[src/rtl/mem_arb_pkg.sv]
// Shared types and defaults for the RAM port arbiter.
// Latency: n/a (declarations only).  Backpressure: n/a.
package mem_arb_pkg;

   localparam int AW_DEF            = 16;
   localparam int DW_DEF            = 16;
   localparam int CPU_BURST_MAX_DEF = 4;

   typedef logic [2:0] arb_state_t;

   localparam arb_state_t ST_IDLE       = 3'd0;
   localparam arb_state_t ST_ISSUE_CPU  = 3'd1;
   localparam arb_state_t ST_RESP_CPU   = 3'd2;
   localparam arb_state_t ST_ISSUE_DUMP = 3'd3;
   localparam arb_state_t ST_RESP_DUMP  = 3'd4;

endpackage

[src/rtl/ram_port_arbiter_dump_ptr_gen.sv]
// Dump pointer and pending flag; DUMP_AUTO_EN replaces dump_step with a free-running divider.
// Latency: pend visible the cycle after the step.  Backpressure: steps seen while pending are dropped.
module dump_ptr_gen #(
   parameter int AW       = 16,
   parameter int AUTO_DIV = 1048576
) (
   input  logic          clk,
   input  logic          reset,
   input  logic          dump_en,
   input  logic          dump_step,
   input  logic          dump_done,
   output logic [AW-1:0] dump_ptr,
   output logic          dump_pend
);

   logic set_req;

   if (AUTO_DIV < 1) begin : g_bad_div
      $error("AUTO_DIV must be at least 1");
   end

`ifdef DUMP_AUTO_EN
   localparam int CW = (AUTO_DIV > 1) ? $clog2(AUTO_DIV) : 1;
   localparam logic [CW-1:0] DIV_LAST = CW'(AUTO_DIV - 1);

   logic [CW-1:0] div_cnt;

   always_ff @(posedge clk or posedge reset) begin
      if (reset)
         div_cnt <= '0;
      else if (!dump_en || div_cnt == DIV_LAST)
         div_cnt <= '0;
      else
         div_cnt <= div_cnt + 1'b1;
   end

   assign set_req = dump_en && (div_cnt == DIV_LAST);
`else
   assign set_req = dump_step;
`endif

   // Disable wins over the completion increment so a re-enable always restarts at 0.
   always_ff @(posedge clk or posedge reset) begin
      if (reset) begin
         dump_ptr  <= '0;
         dump_pend <= 1'b0;
      end else if (!dump_en) begin
         dump_ptr  <= '0;
         dump_pend <= 1'b0;
      end else if (dump_done) begin
         dump_ptr  <= dump_ptr + 1'b1;
         dump_pend <= 1'b0;
      end else if (set_req) begin
         dump_pend <= 1'b1;
      end
   end

endmodule

[src/rtl/ram_port_arbiter.sv]
// Two-requester arbiter for the single-port RAM: CPU has priority, dump side gets a slot after CPU_BURST_MAX grants (DUMP_AUTO_EN: timed dump steps).
// Latency: cpu_req -> cpu_ack in 2 cycles, dump_step -> dump_valid in 3.  Backpressure: CPU holds cpu_req until cpu_ack; extra dump steps are dropped.
module ram_port_arbiter
   import mem_arb_pkg::*;
#(
   parameter int AW            = AW_DEF,
   parameter int DW            = DW_DEF,
   parameter int CPU_BURST_MAX = CPU_BURST_MAX_DEF,
   parameter int AUTO_DIV      = 1048576
) (
   input  logic          clk,
   input  logic          reset,
   input  logic          cpu_req,
   input  logic          cpu_we,
   input  logic [AW-1:0] cpu_addr,
   input  logic [DW-1:0] cpu_wdata,
   output logic          cpu_ack,
   output logic [DW-1:0] cpu_rdata,
   input  logic          dump_en,
   input  logic          dump_step,
   output logic [AW-1:0] dump_addr,
   output logic [DW-1:0] dump_data,
   output logic          dump_valid,
   output logic          ram_we,
   output logic [AW-1:0] ram_addr,
   output logic [DW-1:0] ram_din,
   input  logic [DW-1:0] ram_dout
);

   localparam int SW = $clog2(CPU_BURST_MAX + 1);
   localparam logic [SW-1:0] STREAK_CAP = SW'(CPU_BURST_MAX);

   if (CPU_BURST_MAX < 1) begin : g_bad_burst
      $error("CPU_BURST_MAX must be at least 1");
   end

   arb_state_t    state;
   arb_state_t    state_nxt;
   logic [AW-1:0] dump_ptr;
   logic          dump_pend;
   logic [AW-1:0] addr_q;
   logic [SW-1:0] streak;
   logic [AW-1:0] dump_addr_q;
   logic [DW-1:0] dump_data_q;
   logic          cpu_win;

   dump_ptr_gen #(
      .AW       (AW),
      .AUTO_DIV (AUTO_DIV)
   ) u_dump_ptr_gen (
      .clk       (clk),
      .reset     (reset),
      .dump_en   (dump_en),
      .dump_step (dump_step),
      .dump_done (state == ST_RESP_DUMP),
      .dump_ptr  (dump_ptr),
      .dump_pend (dump_pend)
   );

   assign cpu_win = cpu_req && (!dump_pend || (streak < STREAK_CAP));

   always_comb begin
      state_nxt = ST_IDLE;
      case (state)
         ST_IDLE: begin
            if (cpu_win)
               state_nxt = ST_ISSUE_CPU;
            else if (dump_pend)
               state_nxt = ST_ISSUE_DUMP;
         end
         ST_ISSUE_CPU:  state_nxt = ST_RESP_CPU;
         ST_ISSUE_DUMP: state_nxt = ST_RESP_DUMP;
         default:       state_nxt = ST_IDLE;
      endcase
   end

   always_ff @(posedge clk or posedge reset) begin
      if (reset)
         state <= ST_IDLE;
      else
         state <= state_nxt;
   end

   // Streak only matters while a dump is waiting; it never counts idle-time CPU traffic.
   always_ff @(posedge clk or posedge reset) begin
      if (reset)
         streak <= '0;
      else if (!dump_pend)
         streak <= '0;
      else if (state == ST_IDLE && state_nxt == ST_ISSUE_DUMP)
         streak <= '0;
      else if (state == ST_IDLE && state_nxt == ST_ISSUE_CPU && streak != STREAK_CAP)
         streak <= streak + 1'b1;
   end

   always_ff @(posedge clk or posedge reset) begin
      if (reset) begin
         addr_q      <= '0;
         dump_addr_q <= '0;
         dump_data_q <= '0;
      end else begin
         if (state == ST_ISSUE_DUMP)
            addr_q <= dump_ptr;
         if (state == ST_RESP_DUMP) begin
            dump_addr_q <= addr_q;
            dump_data_q <= ram_dout;
         end
      end
   end

   // The RESP_DUMP bypass presents the new word in the same cycle as dump_valid.
   always_comb begin
      ram_we     = (state == ST_ISSUE_CPU) && cpu_we;
      ram_addr   = (state == ST_ISSUE_DUMP) ? dump_ptr : cpu_addr;
      ram_din    = (state == ST_ISSUE_CPU) ? cpu_wdata : '0;
      cpu_ack    = (state == ST_RESP_CPU);
      cpu_rdata  = cpu_ack ? ram_dout : '0;
      dump_valid = (state == ST_RESP_DUMP);
      dump_addr  = dump_valid ? addr_q : dump_addr_q;
      dump_data  = dump_valid ? ram_dout : dump_data_q;
   end

endmodule

[config.mk]
export PLATFORM = sky130hd
export DESIGN_NAME = ram_port_arbiter
export DESIGN_NICKNAME = d
export VERILOG_FILES = /design/src/rtl/mem_arb_pkg.sv /design/src/rtl/ram_port_arbiter_dump_ptr_gen.sv /design/src/rtl/ram_port_arbiter.sv
export SDC_FILE = /design/constraint.sdc
export NUM_CORES = 1
export LEC_CHECK = 0
export CAP_MARGIN = 15
export CORE_MARGIN = 2
export CORE_UTILIZATION = 39
export CTS_CLUSTER_SIZE = 28
export DETAILED_ROUTE_END_ITERATION = 6
export HOLD_SLACK_MARGIN = 0.05
export PLACE_DENSITY = 0.77
export REMOVE_ABC_BUFFERS = 1
export SYNTH_ARGS = -nofsm -noshare
export SYNTH_HDL_FRONTEND = slang
export SYNTH_SLANG_ARGS = --single-unit
[constraint.sdc]
create_clock -name clk -period 2.4 [get_ports clk]
set_clock_uncertainty 0.15 [all_clocks]
set_input_delay 0.48 -clock clk [delete_from_list [all_inputs] [get_ports clk]]
set_output_delay 0.48 -clock clk [all_outputs]
set_load 0.005 [all_outputs]
==> flow_results.xml, run 1 <==
<?xml version="1.0" encoding="UTF-8"?>
<metrics>
  <group name="floorplan">
    <metric name="core_area" unit="sq um">8180</metric>
    <metric name="die_height" unit="microns">95.7</metric>
    <metric name="floorplan.rows" unit="">33</metric>
    <metric name="fp.dieArea" unit="sq um">9150</metric>
    <metric name="design.portCount" unit="">137</metric>
    <metric name="starting_density" unit="%">40.1</metric>
    <metric name="die_w" unit="microns">95.7</metric>
  </group>
  <group name="finish">
    <metric name="most-common-layout-cells" unit="">145 x sky130_fd_sc_hd__nand2_1, 71 x sky130_fd_sc_hd__dfrtp_1, 53 x sky130_fd_sc_hd__clkdlybuf4s50_1</metric>
    <metric name="post_route_cells_drive_above_1_share" unit="%">30.6</metric>
    <metric name="finish.cell_count_without_fillers" unit="">686</metric>
    <metric name="fillers" unit="">640</metric>
    <metric name="design.final.nets" unit="">633</metric>
    <metric name="area.growth.synth_to_final" unit="%">69.2</metric>
    <metric name="seqCellArea" unit="sq um">1780</metric>
    <metric name="number_of_inserted_diodes" unit="">0</metric>
    <metric name="most_common_library_cell_in_the_layout_ignoring_fill_and_taps" unit="">sky130_fd_sc_hd__nand2_1</metric>
    <metric name="area_of_combinational_cells_with_multiple_inputs" unit="sq um">1590</metric>
  </group>
  <group name="yosys">
    <metric name="post_synth_num_cell_types" unit="">33</metric>
    <metric name="mappedNetlistArea" unit="sq um">3280</metric>
    <metric name="syn_avg_cell_area" unit="sq um">8.49</metric>
    <metric name="synth_seq_area_share" unit="%">54.2</metric>
    <metric name="synthesized_netlist_cell_count" unit="">386</metric>
    <metric name="postSynthRegisterBits" unit="">71</metric>
    <metric name="synthesis.yosys.warnings" unit="">0</metric>
  </group>
  <group name="route">
    <metric name="finalWirelength" unit="microns">10300</metric>
    <metric name="vias_per_cell" unit="">4.83</metric>
    <metric name="detail_route.wl_per_cell" unit="microns">15.0</metric>
    <metric name="antenna_nets_post_route" unit="">0</metric>
    <metric name="routed-via-count" unit="">3313</metric>
    <metric name="detailedRoute.firstIterationViolations" unit="">155</metric>
    <metric name="drcViolationCount" unit="">0</metric>
    <metric name="firstDrtPassIters" unit="">4</metric>
  </group>
  <group name="timing">
    <metric name="report.final.setup_viol" unit="">6</metric>
    <metric name="hold_violations" unit="">0</metric>
    <metric name="setup_slack" unit="ns">-0.0270</metric>
    <metric name="maxSlewViolCount" unit="">0</metric>
    <metric name="holdWs" unit="ns">0.312</metric>
    <metric name="final_period_minus_worst_setup_slack" unit="ns">2.43</metric>
    <metric name="fmax" unit="MHz">412</metric>
    <metric name="worst-slew-pin-transition" unit="ns">0.547</metric>
    <metric name="timing.max_slew.rel_slack" unit="%">63.2</metric>
    <metric name="rsz0062_at_grt" unit="">true</metric>
    <metric name="post-route-period-util" unit="%">101</metric>
  </group>
  <group name="job">
    <metric name="timing.max_cap.violations" unit="">0</metric>
  </group>
  <group name="clock_network">
    <metric name="worstSkewPairLatency" unit="ns">0.34</metric>
    <metric name="cts_tree" unit="">done</metric>
    <metric name="tritoncts.num_buffers" unit="">9</metric>
    <metric name="clkTransAtPathRegs" unit="ns">0.07</metric>
    <metric name="htree_num_levels" unit="">3</metric>
    <metric name="cts_max_path_buffers" unit="">2</metric>
    <metric name="cts_root_buf" unit="">sky130_fd_sc_hd__clkbuf_8</metric>
    <metric name="clock-sinks" unit="">71</metric>
  </group>
  <group name="critical_path">
    <metric name="required" unit="ns">1.77</metric>
    <metric name="critPathCaptureType" unit="">output pin</metric>
    <metric name="setup.worst_path.start_class" unit="">register</metric>
    <metric name="crit_path_max_incr_delay" unit="ns">0.41</metric>
    <metric name="worst-path-buf-inv" unit="">6</metric>
    <metric name="crit_path_top_delay_cell" unit="">sky130_fd_sc_hd__dfrtp_1</metric>
    <metric name="crit_fanout" unit="">5</metric>
    <metric name="arrival" unit="ns">1.80</metric>
    <metric name="crit_path_category" unit="">register to output pin</metric>
    <metric name="worst_path_most_repeated_cell" unit="">sky130_fd_sc_hd__buf_6</metric>
    <metric name="worst_path_dominant_cell_family" unit="">buffers and inverters</metric>
    <metric name="cp_cell_sequence" unit="">buf_6, nand3b_1, clkinv_2, buf_6, buf_6, buf_6, nand2_4, nand2_2, buf_6</metric>
  </group>
  <group name="placement">
    <metric name="dpl.cell_count" unit="">634</metric>
    <metric name="last_weighted_congestion_value_of_the_routability_driven_placer" unit="">0.783</metric>
    <metric name="port_buffers" unit="">136</metric>
    <metric name="detailedPlacementHpwl" unit="microns">6040</metric>
  </group>
  <group name="hold_path">
    <metric name="min-delay-path-class" unit="">register to register</metric>
  </group>
  <group name="global_routing">
    <metric name="overflow" unit="">0</metric>
    <metric name="grt_usage" unit="%">22.2</metric>
    <metric name="antenna_violations_before_repair" unit="">0</metric>
    <metric name="grt_first_pass_wirelength" unit="microns">15500</metric>
    <metric name="via_count_of_the_first_global_routing_pass" unit="">3179</metric>
    <metric name="grt_max_degree" unit="">72</metric>
  </group>
  <group name="status">
    <metric name="outcome" unit="">complete, but fails checks</metric>
    <metric name="violated_checks" unit="">negative setup slack</metric>
  </group>
  <group name="power_and_ir_drop">
    <metric name="power.static_leakage" unit="uW">0.00307</metric>
    <metric name="power.density_cell_area" unit="nW/um^2">882</metric>
    <metric name="ir_drop" unit="uV">318</metric>
  </group>
</metrics>
[routing by layer]
layer  part of all wire [%]  vias up  GRT usage [%]  wire length, microns
met1                     40     1602           27.2                  4120
met4                    1.4        0           8.45                   142
met5                      0        -              0                     0
li1                       -     1595              -                     -
met2                     53      100           38.3                  5490
met3                    5.5       16           4.98                   563
[where the power goes]
part           leakage, uW  switching [uW]  internal (uW)
Clock             0.000107             456            588
Sequential        0.000954            90.1           1420
Combinational      0.00200            1010           1320
[cell usage after synthesis]
library cell               count  area share, %
sky130_fd_sc_hd__nand2_1     186             21
sky130_fd_sc_hd__dfrtp_1      71             54
sky130_fd_sc_hd__and2_1       34            6.5
sky130_fd_sc_hd__clkbuf_1     11            1.3
sky130_fd_sc_hd__nor2_1       11            1.3
sky130_fd_sc_hd__nand3_1       6           0.92
sky130_fd_sc_hd__xnor2_1       6            1.6
sky130_fd_sc_hd__a21oi_1       5           0.76
sky130_fd_sc_hd__inv_1         5           0.57
sky130_fd_sc_hd__nand4_1       5           0.95
sky130_fd_sc_hd__buf_2         4           0.61
sky130_fd_sc_hd__nor3_1        4           0.61
sky130_fd_sc_hd__o21ai_0       4           0.61
sky130_fd_sc_hd__xor2_1        4            1.1
sky130_fd_sc_hd__a21boi_0      3           0.69
sky130_fd_sc_hd__ha_1          3            1.1
sky130_fd_sc_hd__nand2b_1      3           0.57
sky130_fd_sc_hd__and4_1        2           0.53
sky130_fd_sc_hd__mux2i_1       2           0.61
sky130_fd_sc_hd__nand4b_1      2           0.53
sky130_fd_sc_hd__nor3b_1       2           0.46
sky130_fd_sc_hd__or3_1         2           0.38
sky130_fd_sc_hd__and3_1        1           0.19
sky130_fd_sc_hd__buf_1         1           0.11
sky130_fd_sc_hd__clkinv_1      1           0.11
sky130_fd_sc_hd__clkinv_2      1           0.15
sky130_fd_sc_hd__nand3b_1      1           0.23
sky130_fd_sc_hd__nand4_4       1           0.65
sky130_fd_sc_hd__nor4_2        1           0.38
sky130_fd_sc_hd__o31ai_1       1           0.23
sky130_fd_sc_hd__or3b_1        1           0.27
sky130_fd_sc_hd__or4_1         1           0.23
sky130_fd_sc_hd__or4b_1        1           0.31
[flip-flops by register name (all words and copies together) (netlist names)]
signal,flops
dump_data_q,16
dump_addr_q,16
u_dump_ptr_gen.dump_ptr,16
state,3
streak,3
addr_q,16
u_dump_ptr_gen.dump_pend,1
[final timing paths]
kind	end	startpoint	slack, ns	cells after the start
worst max-delay path	ram_addr[6]	state[2]	-0.03	9
worst min-delay path	dump_addr_q[1]	dump_addr_q[1]	0.31	2
worst max register to register	u_dump_ptr_gen.dump_ptr[15]	state[0]	0.01	8
worst min register to register	dump_addr_q[1]	dump_addr_q[1]	0.31	2
max in group asynchronous	addr_q[10]	reset	1.40	3
min in group asynchronous	dump_data_q[5]	reset	0.40	3
[tightest hold or removal path, cell delays in order (launching register included)]
cell	delay, ns
sky130_fd_sc_hd__dfrtp_1	0.33
sky130_fd_sc_hd__nand2_1	0.05
sky130_fd_sc_hd__nand2_2	0.05
[cell families (layout without fill, tap and decap cells)]
family / count (synthesis) / after routing / synth area share [%]
AOI/OAI and AO/OA: 13 / 13 / 2.29
xor gates and xnor gates: 10 / 10 / 2.67
adders and majority gates: 3 / 3 / 1.15
buffers and inverters: 23 / 218 / 2.82
DFF: 71 / 71 / 54.2
muxes: 2 / 2 / 0.611
and+or+nand+nor: 264 / 264 / 36.3
[what timing repair did]
item,CTS,global route
endpoints found under the setup margin,83,59
resized for setup,217,129
setup buffers,14,22
pin swaps,0,29
hold buffers,0,0
cloned,5,1
[final cells by class]
type / instances / share of cell area (%)
repair buffers: 195 / 32.4
flip-flops and latches: 71 / 32.0
multi-input cells: 292 / 28.7
clock buffers: 11 / 2.37
well taps: 105 / 2.37
clock inverters: 5 / 1.49
inverters: 7 / 0.587
[through the flow]
step | cell area (sq um) | setup slack [ns] | TNS, ns | power, uW | utilization (%)
after CTS | 5330 | -0.129 | -0.830 | 4600 | 65.2
after global routing | 5550 | -0.103 | -1.92 | 5180 | 67.8
after detailed placement | 4940 | 0.0443 | 0 | 3500 | 60.4
final | 5550 | -0.0270 | -0.0876 | 4890 | 67.8
after floorplan | 3210 | -0.265 | -12.07 | 2140 | -
after global placement | 4940 | 0.0768 | 0 | 3440 | 60.4
Power figures use the tool's default switching activity.
==> run 2, diff against run 1 <==
--- a/config.mk
+++ b/config.mk
@@ -5,11 +5,12 @@
 export SDC_FILE = /design/constraint.sdc
 export NUM_CORES = 1
 export LEC_CHECK = 0
-export CAP_MARGIN = 15
+export CAP_MARGIN = 20
 export CORE_MARGIN = 2
 export CORE_UTILIZATION = 39
 export CTS_CLUSTER_SIZE = 28
 export DETAILED_ROUTE_END_ITERATION = 6
+export GPL_ROUTABILITY_DRIVEN = 0
 export HOLD_SLACK_MARGIN = 0.05
 export PLACE_DENSITY = 0.77
 export REMOVE_ABC_BUFFERS = 1
==> constraint.sdc (replaced) <==
create_clock -name clk -period 2 [get_ports clk]
set_clock_uncertainty 0.15 [all_clocks]
set_input_delay 0.4 -clock clk [delete_from_list [all_inputs] [get_ports clk]]
set_output_delay 0.4 -clock clk [all_outputs]
set_load 0.005 [all_outputs]
==> run 2 against run 1 <==
The run still ends with negative setup slack left. Sequential share of layout area is 4.1 points lower. Die area stayed put. Cell area is 15% higher. Global-route usage is 2.2 points higher. Setup slack worse by 0.32 ns. Clock power is 7% higher. Cell count is 6.0% higher. Combinational power is 80% higher. Hold slack worse by 0.0079 ns. Sequential power is 23% higher. Largest power group unchanged. First-iteration DRC count is 26% higher. Critical path depth is 2 lower.
==> flow_results.xml, run 2 (same netlist as run 1, synthesis figures left out) <==
<?xml version="1.0" encoding="UTF-8"?>
<metrics>
  <group name="status">
    <metric name="outcome" unit="">complete, but fails checks</metric>
    <metric name="violated_checks" unit="">negative setup slack</metric>
  </group>
  <group name="finish">
    <metric name="area_of_combinational_cells_with_multiple_inputs" unit="sq um">1900</metric>
    <metric name="most-common-layout-cells" unit="">129 x sky130_fd_sc_hd__nand2_1, 90 x sky130_fd_sc_hd__buf_6, 71 x sky130_fd_sc_hd__dfrtp_1</metric>
    <metric name="finish.cell_count_without_fillers" unit="">727</metric>
    <metric name="design.final.nets" unit="">675</metric>
    <metric name="seqCellArea" unit="sq um">1780</metric>
    <metric name="area.growth.synth_to_final" unit="%">93.9</metric>
    <metric name="fillers" unit="">473</metric>
    <metric name="post_route_cells_drive_above_1_share" unit="%">48.6</metric>
    <metric name="most_common_library_cell_in_the_layout_ignoring_fill_and_taps" unit="">sky130_fd_sc_hd__nand2_1</metric>
    <metric name="number_of_inserted_diodes" unit="">0</metric>
  </group>
  <group name="job">
    <metric name="timing.max_cap.violations" unit="">0</metric>
  </group>
  <group name="clock_network">
    <metric name="clock-sinks" unit="">71</metric>
    <metric name="worstSkewPairLatency" unit="ns">0.35</metric>
    <metric name="cts_tree" unit="">done</metric>
    <metric name="tritoncts.num_buffers" unit="">9</metric>
    <metric name="cts_max_path_buffers" unit="">2</metric>
    <metric name="htree_num_levels" unit="">3</metric>
    <metric name="holdBufCountCts" unit="">0</metric>
    <metric name="cts_root_buf" unit="">sky130_fd_sc_hd__clkbuf_8</metric>
    <metric name="clkTransAtPathRegs" unit="ns">0.07</metric>
  </group>
  <group name="timing">
    <metric name="fmax" unit="MHz">427</metric>
    <metric name="holdWs" unit="ns">0.304</metric>
    <metric name="post-route-period-util" unit="%">117</metric>
    <metric name="maxSlewViolCount" unit="">0</metric>
    <metric name="worst-slew-pin-transition" unit="ns">0.489</metric>
    <metric name="report.final.setup_viol" unit="">90</metric>
    <metric name="setup_slack" unit="ns">-0.343</metric>
    <metric name="rsz0062_at_grt" unit="">true</metric>
    <metric name="hold_violations" unit="">0</metric>
    <metric name="timing.max_slew.rel_slack" unit="%">67.4</metric>
    <metric name="final_period_minus_worst_setup_slack" unit="ns">2.34</metric>
  </group>
  <group name="route">
    <metric name="drcViolationCount" unit="">0</metric>
    <metric name="detail_route.wl_per_cell" unit="microns">17.5</metric>
    <metric name="routed-via-count" unit="">3653</metric>
    <metric name="finalWirelength" unit="microns">12700</metric>
    <metric name="vias_per_cell" unit="">5.02</metric>
    <metric name="firstDrtPassIters" unit="">4</metric>
    <metric name="antenna_nets_post_route" unit="">0</metric>
    <metric name="detailedRoute.firstIterationViolations" unit="">195</metric>
  </group>
  <group name="placement">
    <metric name="port_buffers" unit="">136</metric>
    <metric name="detailedPlacementHpwl" unit="microns">6270</metric>
    <metric name="dpl.cell_count" unit="">644</metric>
  </group>
  <group name="global_routing">
    <metric name="grt_first_pass_wirelength" unit="microns">17100</metric>
    <metric name="overflow" unit="">0</metric>
    <metric name="antenna_violations_before_repair" unit="">0</metric>
    <metric name="grt_usage" unit="%">24.4</metric>
    <metric name="via_count_of_the_first_global_routing_pass" unit="">3493</metric>
    <metric name="grt_max_degree" unit="">72</metric>
  </group>
  <group name="power_and_ir_drop">
    <metric name="ir_drop" unit="uV">485</metric>
    <metric name="power.static_leakage" unit="uW">0.00355</metric>
    <metric name="power.density_cell_area" unit="nW/um^2">1130</metric>
  </group>
  <group name="floorplan">
    <metric name="die_w" unit="microns">95.7</metric>
    <metric name="design.portCount" unit="">137</metric>
    <metric name="die_height" unit="microns">95.7</metric>
    <metric name="fp.dieArea" unit="sq um">9150</metric>
    <metric name="core_area" unit="sq um">8180</metric>
    <metric name="starting_density" unit="%">40.1</metric>
    <metric name="floorplan.rows" unit="">33</metric>
  </group>
  <group name="critical_path">
    <metric name="crit_path_category" unit="">register to output pin</metric>
    <metric name="arrival" unit="ns">1.79</metric>
    <metric name="critPathCaptureType" unit="">output pin</metric>
    <metric name="crit_fanout" unit="">5</metric>
    <metric name="reg2reg_depth" unit="">13</metric>
    <metric name="r2r-start" unit="">state[2]</metric>
    <metric name="required" unit="ns">1.45</metric>
    <metric name="reg2reg_setup_slack" unit="ns">-0.31</metric>
    <metric name="setup.worst_path.start_class" unit="">register</metric>
    <metric name="reg2reg_to" unit="">dump_data_q[9]</metric>
    <metric name="critical_path.startpoint" unit="">state[1]</metric>
  </group>
  <group name="hold_path">
    <metric name="min-delay-path-class" unit="">input pin to async pin</metric>
  </group>
</metrics>
## run 2: worst max path at each step
stage                     depth (start not counted)  slack [ns]                          end
final                                             7       -0.34                dump_data[12]
after global routing                              7       -0.42                 dump_addr[3]
after CTS                                         5       -0.35                 dump_data[2]
after detailed placement                          6       -0.28                dump_data[12]
after global placement                            6       -0.23                 dump_addr[6]
after floorplan                                   5       -0.67  u_dump_ptr_gen.dump_ptr[15]
## run 2: routing by layer
layer / part of all wire [%] / up-vias / global-route usage, %
met3: 6.2 / 36 / 5.45
met1: 37 / 1790 / 29.3
li1: - / 1680 / -
met4: 3.1 / 0 / 7.86
met2: 54 / 147 / 43.4
met5: 0 / - / 0
## run 2: power by group
part / switching (uW) / internal [uW] / leakage (uW)
Combinational: 1670 / 2530 / 0.00251
Sequential: 141 / 1710 / 0.000954
Clock: 540 / 572 / 0.0000888
## run 2: worst max-delay path, cell delays in order, from the launching register on
cell                       delay, ns
sky130_fd_sc_hd__dfrtp_1        0.40
sky130_fd_sc_hd__or3b_4         0.46
sky130_fd_sc_hd__clkinv_4       0.11
sky130_fd_sc_hd__buf_12         0.12
sky130_fd_sc_hd__buf_16         0.13
sky130_fd_sc_hd__nand2_4        0.05
sky130_fd_sc_hd__nand2_4        0.08
sky130_fd_sc_hd__buf_6          0.10
## run 2: area by class of cell
| class | count | area share, % |
|---|---|---|
| repair buffers | 237 | 36.6 |
| multi-input cells | 292 | 29.9 |
| flip-flops and latches | 71 | 27.9 |
| well taps | 105 | 2.07 |
| clock buffers | 10 | 2.01 |
| clock inverters | 5 | 0.925 |
| inverters | 7 | 0.512 |
## run 2: through the flow
| step | worst slack (ns) | cell area (sq um) | total power (uW) | setup TNS [ns] | utilization (%) |
|---|---|---|---|---|---|
| after global routing | -0.415 | 6360 | 7510 | -27.61 | 77.8 |
| after CTS | -0.348 | 5750 | 6120 | -19.14 | 70.3 |
| after detailed placement | -0.277 | 5000 | 4240 | -14.51 | 61.2 |
| final | -0.343 | 6360 | 7160 | -21.00 | 77.8 |
| after floorplan | -0.665 | 3210 | 2570 | -65.91 | - |
| after global placement | -0.234 | 5000 | 4170 | -12.24 | 61.2 |
## run 2: what timing repair did
item	in CTS	in global routing
pin swaps	63	31
gates resized for setup	418	158
buffers inserted	52	12
endpoints found under the setup margin	88	94
gates cloned	6	1
==> run 3, diff against run 2 <==
--- a/config.mk
+++ b/config.mk
@@ -6,11 +6,12 @@
 export NUM_CORES = 1
 export LEC_CHECK = 0
 export CAP_MARGIN = 20
-export CORE_MARGIN = 2
+export CORE_MARGIN = 5
 export CORE_UTILIZATION = 39
 export CTS_CLUSTER_SIZE = 28
 export DETAILED_ROUTE_END_ITERATION = 6
 export GPL_ROUTABILITY_DRIVEN = 0
+export GPL_TIMING_DRIVEN = 0
 export HOLD_SLACK_MARGIN = 0.05
 export PLACE_DENSITY = 0.77
 export REMOVE_ABC_BUFFERS = 1
==> run 3 against run 2 <==
The run still ends with negative setup slack left. Clock power grew 27%. Sequential power grew 6%. Register-to-register slack gained 0.12 ns. Sequential share of layout area shrank 2.1 points. Hold slack gained 0.033 ns. Cell area grew 8.5%. Via count grew 11%. Sequential cell count is the same. Global-route usage grew 0.81 points. Combinational power grew 15%.
==> flow_results.xml, run 3 (same netlist as run 1, synthesis figures left out) <==
<?xml version="1.0" encoding="UTF-8"?>
<metrics>
  <group name="status">
    <metric name="violated_checks" unit="">negative setup slack</metric>
    <metric name="outcome" unit="">complete, but fails checks</metric>
  </group>
  <group name="power_and_ir_drop">
    <metric name="netSwitchingFraction" unit="%">34.9</metric>
    <metric name="power.sequential.fraction" unit="%">24.0</metric>
    <metric name="power.static_leakage" unit="uW">0.00366</metric>
    <metric name="clkPwrFrac" unit="%">17.2</metric>
    <metric name="power.combinational.fraction" unit="%">58.8</metric>
    <metric name="net-switching-power" unit="uW">2860</metric>
    <metric name="internal_power" unit="uW">5340</metric>
    <metric name="power.density_cell_area" unit="nW/um^2">1190</metric>
    <metric name="ir_drop" unit="uV">901</metric>
  </group>
  <group name="global_routing">
    <metric name="grt_usage" unit="%">25.2</metric>
    <metric name="overflow" unit="">0</metric>
    <metric name="grt_max_degree" unit="">72</metric>
    <metric name="grt_first_pass_wirelength" unit="microns">20100</metric>
    <metric name="antenna_violations_before_repair" unit="">0</metric>
    <metric name="via_count_of_the_first_global_routing_pass" unit="">3839</metric>
  </group>
  <group name="clock_network">
    <metric name="worstSkewPairLatency" unit="ns">0.35</metric>
    <metric name="clkTransAtPathRegs" unit="ns">0.08</metric>
    <metric name="holdBufCountCts" unit="">0</metric>
    <metric name="cts_max_path_buffers" unit="">2</metric>
    <metric name="clock-sinks" unit="">71</metric>
    <metric name="tritoncts.num_buffers" unit="">9</metric>
    <metric name="cts_root_buf" unit="">sky130_fd_sc_hd__clkbuf_8</metric>
    <metric name="htree_num_levels" unit="">3</metric>
    <metric name="cts_tree" unit="">done</metric>
  </group>
  <group name="critical_path">
    <metric name="crit_path_category" unit="">register to output pin</metric>
    <metric name="setup.worst_path.start_class" unit="">register</metric>
    <metric name="reg2reg_setup_slack" unit="ns">-0.19</metric>
    <metric name="r2r-start" unit="">state[0]</metric>
    <metric name="required" unit="ns">1.45</metric>
    <metric name="reg2reg_depth" unit="">6</metric>
    <metric name="critPathCaptureType" unit="">output pin</metric>
    <metric name="crit_fanout" unit="">5</metric>
    <metric name="reg2reg_to" unit="">u_dump_ptr_gen.dump_ptr[13]</metric>
    <metric name="arrival" unit="ns">1.90</metric>
  </group>
  <group name="route">
    <metric name="vias_per_cell" unit="">5.54</metric>
    <metric name="antenna_nets_post_route" unit="">0</metric>
    <metric name="firstDrtPassIters" unit="">5</metric>
    <metric name="finalWirelength" unit="microns">16700</metric>
    <metric name="detailedRoute.firstIterationViolations" unit="">359</metric>
    <metric name="drcViolationCount" unit="">0</metric>
    <metric name="detail_route.wl_per_cell" unit="microns">22.8</metric>
    <metric name="routed-via-count" unit="">4064</metric>
  </group>
  <group name="finish">
    <metric name="most-common-layout-cells" unit="">109 x sky130_fd_sc_hd__buf_6, 80 x sky130_fd_sc_hd__nand2_1, 68 x sky130_fd_sc_hd__dfrtp_1</metric>
    <metric name="most_common_library_cell_in_the_layout_ignoring_fill_and_taps" unit="">sky130_fd_sc_hd__buf_6</metric>
    <metric name="number_of_inserted_diodes" unit="">0</metric>
    <metric name="design.final.nets" unit="">680</metric>
    <metric name="area.growth.synth_to_final" unit="%">110</metric>
    <metric name="finish.cell_count_without_fillers" unit="">733</metric>
    <metric name="post_route_cells_drive_above_1_share" unit="%">58.0</metric>
  </group>
  <group name="timing">
    <metric name="fmax" unit="MHz">408</metric>
    <metric name="hold_violations" unit="">0</metric>
    <metric name="rsz0062_at_grt" unit="">true</metric>
    <metric name="maxSlewViolCount" unit="">0</metric>
    <metric name="final_period_minus_worst_setup_slack" unit="ns">2.45</metric>
    <metric name="timing.max_slew.rel_slack" unit="%">40.9</metric>
    <metric name="report.final.setup_viol" unit="">94</metric>
    <metric name="worst-slew-pin-transition" unit="ns">0.886</metric>
    <metric name="setup_slack" unit="ns">-0.453</metric>
    <metric name="tns" unit="ns">-28.65</metric>
    <metric name="post-route-period-util" unit="%">123</metric>
  </group>
  <group name="job">
    <metric name="timing.max_cap.violations" unit="">0</metric>
  </group>
  <group name="hold_path">
    <metric name="hold_depth" unit="">2</metric>
    <metric name="min-delay-path-class" unit="">register to register</metric>
    <metric name="worstHoldEndpoint" unit="">addr_q[15]</metric>
    <metric name="hold_path_startpoint" unit="">addr_q[15]</metric>
  </group>
  <group name="placement">
    <metric name="port_buffers" unit="">136</metric>
    <metric name="detailedPlacementHpwl" unit="microns">6160</metric>
    <metric name="dpl.cell_count" unit="">614</metric>
  </group>
  <group name="floorplan">
    <metric name="floorplan.rows" unit="">33</metric>
    <metric name="fp.dieArea" unit="sq um">10300</metric>
    <metric name="core_area" unit="sq um">8220</metric>
    <metric name="design.portCount" unit="">137</metric>
    <metric name="die_height" unit="microns">102</metric>
    <metric name="die_w" unit="microns">102</metric>
    <metric name="starting_density" unit="%">39.9</metric>
  </group>
</metrics>
[run 3: through the flow]
stage                     hold WS, ns  cell area (sq um)  worst slack [ns]  utilization, %  power, uW
after global placement          0.302               4710             -1.98            57.3       3820
after detailed placement        0.309               4740             -1.31            57.7       3920
after floorplan                 0.296               3210            -0.665               -       2570
final                           0.337               6900            -0.453            84.0       8200
after global routing            0.353               6900            -0.487            84.0       8460
after CTS                       0.317               6170            -0.371            75.1       7010
[run 3: worst max path at each step]
stage	to	cells past startpoint	slack, ns	startpoint
2_1_floorplan	u_dump_ptr_gen.dump_ptr[15]	5	-0.67	state[1]
3_3_place_gp	dump_data[13]	5	-1.98	state[2]
3_5_place_dp	dump_data[13]	5	-1.31	state[2]
4_1_cts	dump_addr[4]	6	-0.37	state[0]
5_1_grt	dump_data[0]	6	-0.49	state[0]
6_report	dump_addr[9]	6	-0.45	state[0]
[run 3: final cells by class]
| class | instances | area [sq um] |
|---|---|---|
| Clock buffer | 14 | 183 |
| Clock inverter | 2 | 60.1 |
| Fill cell | 375 | 1320 |
| Inverter | 7 | 67.6 |
| Multi-Input combinational cell | 294 | 2170 |
| Sequential cell | 71 | 1780 |
| Tap cell | 105 | 131 |
| Timing Repair Buffer | 233 | 2420 |
| Timing Repair inverter | 7 | 91.3 |
[run 3: power by group through the flow]
stage | registers (uW) | logic, uW | clock network [uW]
floorplan | 1820 | 756 | 0
global placement | 1830 | 1980 | 0
detailed placement | 1850 | 2070 | 0
CTS | 1870 | 3760 | 1380
global route | 1980 | 5010 | 1470
finish | 1970 | 4820 | 1410
[run 3: critical path, stage by stage (launching register included)]
cell and delay (ns):
sky130_fd_sc_hd__dfrtp_2 0.49, sky130_fd_sc_hd__or3b_4 0.45, sky130_fd_sc_hd__buf_12 0.17, sky130_fd_sc_hd__clkbuf_16 0.17, sky130_fd_sc_hd__nand2_2 0.08, sky130_fd_sc_hd__nand2_2 0.07
sky130_fd_sc_hd__buf_6 0.12
[run 3: routing by layer]
metal  track usage (%)  up-vias  share of wire, %
li1                  -     1695                 -
met1              30.3     2027                37
met2              44.7      273                51
met3              5.79       69               7.8
met4              7.87        0               4.4
met5                 0        -                 0
[run 3: what timing repair did]
action | 4_1_cts | 5_1_grt
setup buffers | 96 | 21
pin swaps | 81 | 60
resized for setup | 490 | 200
endpoints found under the setup margin | 148 | 100
gates cloned | 15 | 1
